**src/rtl/shift_seq_pkg.sv**
```systemverilog
// Shared definitions for the shift sequencer: FSM state encoding and
// shift-direction constants used by the sequencer and its shift stage.
package shift_seq_pkg;

    typedef enum logic [1:0] {
        IDLE  = 2'd0,
        SHIFT = 2'd1,
        DONE  = 2'd2
    } state_e;

    localparam logic DIR_LEFT  = 1'b0;
    localparam logic DIR_RIGHT = 1'b1;

endpackage

```
**src/rtl/shift_step.sv**
```systemverilog
// Single-step logical shifter: shifts a WIDTH-bit word by one position,
// filling with zero, and reports the bit that falls off the end.
//   i_data  : operand
//   i_dir   : DIR_LEFT / DIR_RIGHT
//   o_data  : shifted word
//   o_out   : bit shifted out (MSB for left, LSB for right)
module shift_step
    import shift_seq_pkg::*;
#(
    parameter int WIDTH = 4
) (
    input  logic [WIDTH-1:0] i_data,
    input  logic             i_dir,
    output logic [WIDTH-1:0] o_data,
    output logic             o_out
);

    // One-position logical shift in the requested direction.
    always_comb begin
        o_data = {WIDTH{1'b0}};
        o_out  = 1'b0;
        if (i_dir == DIR_RIGHT) begin
            o_data = {1'b0, i_data[WIDTH-1:1]};
            o_out  = i_data[0];
        end else begin
            o_data = {i_data[WIDTH-2:0], 1'b0};
            o_out  = i_data[WIDTH-1];
        end
    end

endmodule

```
**src/rtl/shift_sequencer.sv**
```systemverilog
// Multi-bit logical shifter front end. Accepts an operand, direction and
// shift amount over valid/ready, applies one bit of shift per clock
// through shift_step, then holds the result until the consumer takes it.
//   clk, rst   : clock, synchronous active-high reset
//   in_valid   : request present        in_ready  : can accept (IDLE only)
//   in_data    : operand                in_dir    : 0 left, 1 right
//   in_amt     : shift count (values >= WIDTH saturate to WIDTH)
//   out_valid  : result held (DONE)     out_ready : consumer takes result
//   out_data   : shifted result         out_last  : last bit shifted out
//   busy       : FSM not in IDLE
// Every output is decoded from state or taken straight from a register.
module shift_sequencer
    import shift_seq_pkg::*;
#(
    parameter int WIDTH = 4,
    parameter int AW    = $clog2(WIDTH) + 1
) (
    input  logic             clk,
    input  logic             rst,
    input  logic             in_valid,
    output logic             in_ready,
    input  logic [WIDTH-1:0] in_data,
    input  logic             in_dir,
    input  logic [AW-1:0]    in_amt,
    output logic             out_valid,
    input  logic             out_ready,
    output logic [WIDTH-1:0] out_data,
    output logic             out_last,
    output logic             busy
);

    localparam logic [AW-1:0] CNT_SAT  = AW'(WIDTH);
    localparam logic [AW-1:0] CNT_ZERO = {AW{1'b0}};
    localparam logic [AW-1:0] CNT_ONE  = {{(AW-1){1'b0}}, 1'b1};

    state_e           r_state;
    state_e           w_next_state;
    logic [WIDTH-1:0] r_data;
    logic             r_dir;
    logic             r_last;
    logic [AW-1:0]    r_cnt;
    logic [AW-1:0]    w_eff_cnt;
    logic [WIDTH-1:0] w_step_data;
    logic             w_step_out;
    logic             w_accept;

    shift_step #(
        .WIDTH (WIDTH)
    ) u_step (
        .i_data (r_data),
        .i_dir  (r_dir),
        .o_data (w_step_data),
        .o_out  (w_step_out)
    );

    // Requests are only taken in IDLE; in_ready is IDLE itself.
    assign w_accept = in_valid && (r_state == IDLE);

    // Clamp the requested amount so oversize shifts run exactly WIDTH steps.
    always_comb begin
        w_eff_cnt = CNT_ZERO;
        if (in_amt >= CNT_SAT) begin
            w_eff_cnt = CNT_SAT;
        end else begin
            w_eff_cnt = in_amt;
        end
    end

    // FSM next-state decode.
    always_comb begin
        w_next_state = r_state;
        case (r_state)
            IDLE: begin
                if (w_accept) begin
                    if (w_eff_cnt == CNT_ZERO) begin
                        w_next_state = DONE;
                    end else begin
                        w_next_state = SHIFT;
                    end
                end else begin
                    w_next_state = IDLE;
                end
            end
            SHIFT: begin
                if (r_cnt == CNT_ONE) begin
                    w_next_state = DONE;
                end else begin
                    w_next_state = SHIFT;
                end
            end
            DONE: begin
                if (out_ready) begin
                    w_next_state = IDLE;
                end else begin
                    w_next_state = DONE;
                end
            end
            default: w_next_state = IDLE;
        endcase
    end

    // FSM state register.
    always_ff @(posedge clk) begin
        if (rst) begin
            r_state <= IDLE;
        end else begin
            r_state <= w_next_state;
        end
    end

    // Operand, direction, last-bit and counter registers.
    always_ff @(posedge clk) begin
        if (rst) begin
            r_data <= {WIDTH{1'b0}};
            r_dir  <= DIR_LEFT;
            r_last <= 1'b0;
            r_cnt  <= CNT_ZERO;
        end else begin
            case (r_state)
                IDLE: begin
                    if (w_accept) begin
                        r_data <= in_data;
                        r_dir  <= in_dir;
                        r_last <= 1'b0;
                        r_cnt  <= w_eff_cnt;
                    end
                end
                SHIFT: begin
                    // r_cnt is at least one here, so this never wraps.
                    r_data <= w_step_data;
                    r_last <= w_step_out;
                    r_cnt  <= r_cnt - CNT_ONE;
                end
                DONE: begin
                    r_data <= r_data;
                end
                default: begin
                    r_cnt <= CNT_ZERO;
                end
            endcase
        end
    end

    assign in_ready  = (r_state == IDLE);
    assign out_valid = (r_state == DONE);
    assign busy      = (r_state != IDLE);
    assign out_data  = r_data;
    assign out_last  = r_last;

endmodule

```
**config.mk**
```make
export PLATFORM = sky130hd
export DESIGN_NAME = shift_sequencer
export DESIGN_NICKNAME = d
export VERILOG_FILES = /design/src/rtl/shift_seq_pkg.sv /design/src/rtl/shift_step.sv /design/src/rtl/shift_sequencer.sv
export SDC_FILE = /design/constraint.sdc
export NUM_CORES = 1
export LEC_CHECK = 0
export ABC_AREA = 0
export CAP_MARGIN = 20
export CORE_AREA = 8 8 50 52
export DETAILED_ROUTE_END_ITERATION = 12
export DIE_AREA = 0 0 58 60
export GPL_TIMING_DRIVEN = 0
export PLACE_DENSITY = 0.68
export SLEW_MARGIN = 15
export SYNTH_ARGS = -nofsm -noshare
export SYNTH_HDL_FRONTEND = slang
export SYNTH_HIERARCHICAL = 1
export SYNTH_SLANG_ARGS = --single-unit
export TNS_END_PERCENT = 5
```
**constraint.sdc**
```tcl
create_clock -name clk -period 1.1 [get_ports clk]
set_clock_uncertainty 0.15 [all_clocks]
set_input_delay 0.33 -clock clk [delete_from_list [all_inputs] [get_ports clk]]
set_output_delay 0.33 -clock clk [all_outputs]
set_load 0.01 [all_outputs]
```
# Yosys cells after proc, flatten, opt, wreduce, memory -nomap -nowiden
# Cells that the tools add are included.
# Widths: inputs -> output; s select.
[classes]
add_sub_neg = 1
n_lt_le_gt_ge = 1
n_eq_ne = 4
mux = 14
n_bitwise = 1
n_reduce_logical = 8
[ops]
columns = ["cell", "n"]
rows = [
  ["$pmux 3 s3", 1],
  ["$mux 2", 4],
  ["$mux 4", 2],
  ["$pmux 4 s2", 1],
  ["$mux 3", 2],
  ["$pmux 2 s3", 1],
  ["$reduce_and 2->1", 3],
  ["$reduce_bool 2->1", 2],
  ["$eq 3x1->1 const B", 1],
  ["$ge 3x3->1 const B", 1],
  ["$logic_not 3->1", 1],
  ["$sub 3x1->3 const B", 1],
  ["$eq 2x1->1 const B", 1],
  ["$eq 2x2->1 const B", 1],
  ["$logic_not 2->1", 1],
  ["$mux 1", 2],
  ["$ne 2x1->1 const B", 1],
  ["$pmux 1 s2", 1],
  ["$logic_and 1x1->1", 1],
  ["$not 1->1", 1],
]
[totals]
register_bits = 11
inputBits = 12

# Logic depth before layout (Yosys ltp)
# Gate-level depths: netlist of run 1.
[depth]
word_depth = 6
mapped_depth = 5

# Modules after synthesis
# Netlist of run 1, hierarchy kept.
[by_module_without_submodules]
columns = ["mod", "instances", "cells_per_inst", "area_each_um2", "seq_area_each_um2"]
rows = [
  ["shift_sequencer", 1, 67, 575.6, 220.2],
  ["shift_step", 1, 5, 50.0, 0.0],
]

# Least setup slack after synthesis of run 1
# Ideal clock, no wire load.
[synth_timing]
kind = "register to output"
startpoint = "register r_state[0]"
endpoint = "output busy"
t_arrival_ps = 784
slack_ps = -164
stages_incl_launch_ff = 4
path_buffers = 1
path_cell_list = "dfxtp_1 -> buf_6 -> nor2_1 -> inv_1"
[synth_between]
elab_chain_len = 1
[synth_lines]
columns = ["element", "line", "text"]
rows = [
  ["start: declaration", "shift_sequencer.sv:36", "state_e r_state;"],
  ["start signal: assignment", "shift_sequencer.sv:107", "r_state <= w_next_state;"],
  ["$reduce_bool 2->1", "shift_sequencer.sv:146", "assign busy = (r_state != IDLE);"],
  ["end: declaration", "shift_sequencer.sv:29", "output logic busy"],
]
# Every way passes these cells.

# Worst setup path in the final report of run 1
# Same ends and word-level chain as after synthesis.

==> results of run 1 <==
## state kept, by name (all words and copies together) (netlist names)
register / count
r_state: 2
out_last: 1
r_dir: 1
out_data: 4
r_cnt: 3
## worst max path at each step
stage,start,slack (ns),to,depth (start not counted)
floorplan,in_amt[0],-0.08,r_state[1]$_SDFF_PP0_,3
global route,r_state[0]$_SDFF_PP0_,-0.41,busy,4
finish,r_state[0]$_SDFF_PP0_,-0.38,busy,4
CTS,r_state[0]$_SDFF_PP0_,-0.38,busy,4
global placement,in_valid,-0.66,r_dir$_SDFFE_PP0P_,4
detailed placement,in_valid,-0.67,r_dir$_SDFFE_PP0P_,4
## synthesized netlist by cell type, types with 2 or more instances
library cell	instances	area share, %
ha_1	2	4.0
mux2_2	3	5.4
nand2_1	2	1.2
nor2_1	6	3.6
a211oi_1	4	4.8
o22ai_1	4	4.0
dfxtp_1	11	35
a31oi_1	2	2.0
a21oi_1	4	3.2
inv_1	7	4.2
nor2b_1	3	3.0
nand2b_1	5	5.0
nand3_1	4	3.2
## layer usage
layer / vias to the layer above / track usage (%) / wire length, um
met3: 9 / 2.58 / 100
met2: 23 / 20.4 / 1000
met5: - / 0 / 0
li1: 318 / - / -
met4: 0 / 9.44 / 74
met1: 310 / 12.1 / 727
## kinds of logic (layout without fill, tap and decap cells)
logic type      Yosys count  count (layout)  share of synthesized area (%)
simple gates             26              26                           23.8
xor+xnor                  1               1                           1.40
fa+ha+maj                 2               2                           4.00
compound gates           19              19                           21.8
flops                    11              11                           35.2
mux                       4               4                           7.00
buf+inv                   9              40                           6.80
## repair_timing
item,4_1_cts,5_1_grt
setup buffers,8,0
endpoints found under the hold margin,0,0
pin swaps,12,1
setup endpoints to repair,19,19
gates cloned,0,0
resized for setup,62,1
## power groups by stage
stage	Sequential, W	Clock [W]	Combinational (W)
3_5_place_dp	0.000495	0	0.000347
3_3_place_gp	0.000494	0	0.000343
5_1_grt	0.000499	0.000306	0.000471
2_1_floorplan	0.000495	0	0.000199
4_1_cts	0.000492	0.000296	0.000419
6_report	0.000492	0.000286	0.000434
## area by class of cell
cell class,instances,share of cell area [%]
Buffer,2,2.63
Clock buffer,4,2.63
Inverter,7,2.63
Multi-Input combinational cell,52,42.3
Sequential cell,11,23.4
Tap cell,18,2.25
Timing Repair Buffer,27,24.3
## metrics by stage
stage	TNS (ns)	hold slack, ns	std cells
finish	-3.73	0.297	121
global placement	-8.74	0.306	109
CTS	-3.52	0.292	121
floorplan	-0.489	0.257	72
detailed placement	-8.81	0.312	109
global route	-4.54	0.298	121
==> metrics.txt, run 1 <==
status finished with violations; failing checks setup timing; delay of the slowest cell on the worst path 0.33 ns; slowest CP cell dfxtp_2; htree depth 1; core box area 1800 um^2; flops & latches, synth 11; Flop pwr share 40.6%; number of nets with antenna violations after routing 0; initial DRC count 16; Yosys cell types 28; end of the worst hold path r_state[0]$_SDFF_PP0_; initial core utilization 34.7%; slew margin rel. 77.0%; die width 58 um; Worst VDD drop 595 uV; Reg2Reg Depth 8; min-delay src rst; routed vias/inst 5.45; EDFF count, synth 0; Int Pwr 0.000833 W; Pleak 0.432 nW; Worst Max-Slew Pin Slew 0.345 ns; n_diodes 0; Rows 16; chip height 60 um; Seq. cell area 234 um^2; Ys Warns 6; CTS clk-pin slew, worst paths 0.07 ns; CTS tree done; Setup Viol. Count Final 19; WP data arrival 1.00 ns; CP required 0.62 ns; pre-CTS setup slack -0.672 ns; total power draw 0.00121 W; layout cells sized above 1 47.6%; hold path cells 2; first-pass GRT wire length 3.12 mm; Pwr Density 1210 nW/um^2; Async SR Flop Fraction 0%; I/O pins 20; Placed Area 860 um^2; fin crit period 1.48 ns; antenna violations before repair 0; CTS buffer count 3; vias in the first global route 692; Die ar. 3480 um^2; Detailed Place HPWL 1.21 mm; Num Clock Sinks 11; setup repair after global routing missed its margin true; Reg2Reg Launch Point r_state[0]$_SDFF_PP0_; Multi-input gate area 423 um^2; post-route cell area 1000 um^2; sequential area share after synthesis 35.2%; Buffers on Ports 19; Vias 660; CTS Hold Bufs 0; CTS max path bufs 2; Net Count, Synth 86; Mapped Cells 72; delay-heaviest family, CP flip-flops; Skew-Pair Late Insertion Delay 0.27 ns; DRC viols 0; Reg2Reg Setup Slack -0.28 ns; Fillers 167; grt ovf 0; Gate power share 35.8%; RR Endpoint r_cnt[2]$_SDFFE_PP0P_; Net Sw Frac 31.2%; Fmax 677 MHz; final setup margin -0.378 ns; Crit Path Max Fanout 4; Placer Congestion 0.744; nets@finish 118; Buf+Inv Stages, Crit Path 3; Total Routing Usage GR 11.8%; largest net degree at the start of global routing 11; Hold Fails Final Rpt 0; max_cap viols 0; post-synthesis average cell area 8.69 um^2; critical path class register to output port; Pins Over Slew Limit 0; Pre-Repair DR Iteration Count 4; Post-Route WL 1.91 mm; Startpoint Class register; most frequent cells in the layout buf_6, dfxtp_2, clkdlybuf4s50_1, buf_4; Main synth FF type dfxtp_1; Worst setup EP type output port; Util after Layout 55.6%; synth-to-layout area growth 60.0%; Clk pwr share 23.6%; Root Buffer clkbuf_4; ratio of final minimum period to clock period 134%; NetSw 0.000378 W; Hold Crit Class input port to register; Post-Syn Area 626 um^2; CP cell instances buf_8, nor2_4, inv_1, buf_2; routed len/inst 15.8 um
Power figures use the tool's default switching activity.
==> inputs of run 2 (changes only) <==
--- a/config.mk
+++ b/config.mk
@@ -12,7 +12,6 @@
 export DIE_AREA = 0 0 58 60
 export GPL_TIMING_DRIVEN = 0
 export PLACE_DENSITY = 0.68
-export SLEW_MARGIN = 15
 export SYNTH_ARGS = -nofsm -noshare
 export SYNTH_HDL_FRONTEND = slang
 export SYNTH_HIERARCHICAL = 1
==> results of run 2 <==
No change in the layout: final DEF, timing and power equal those of run 1.
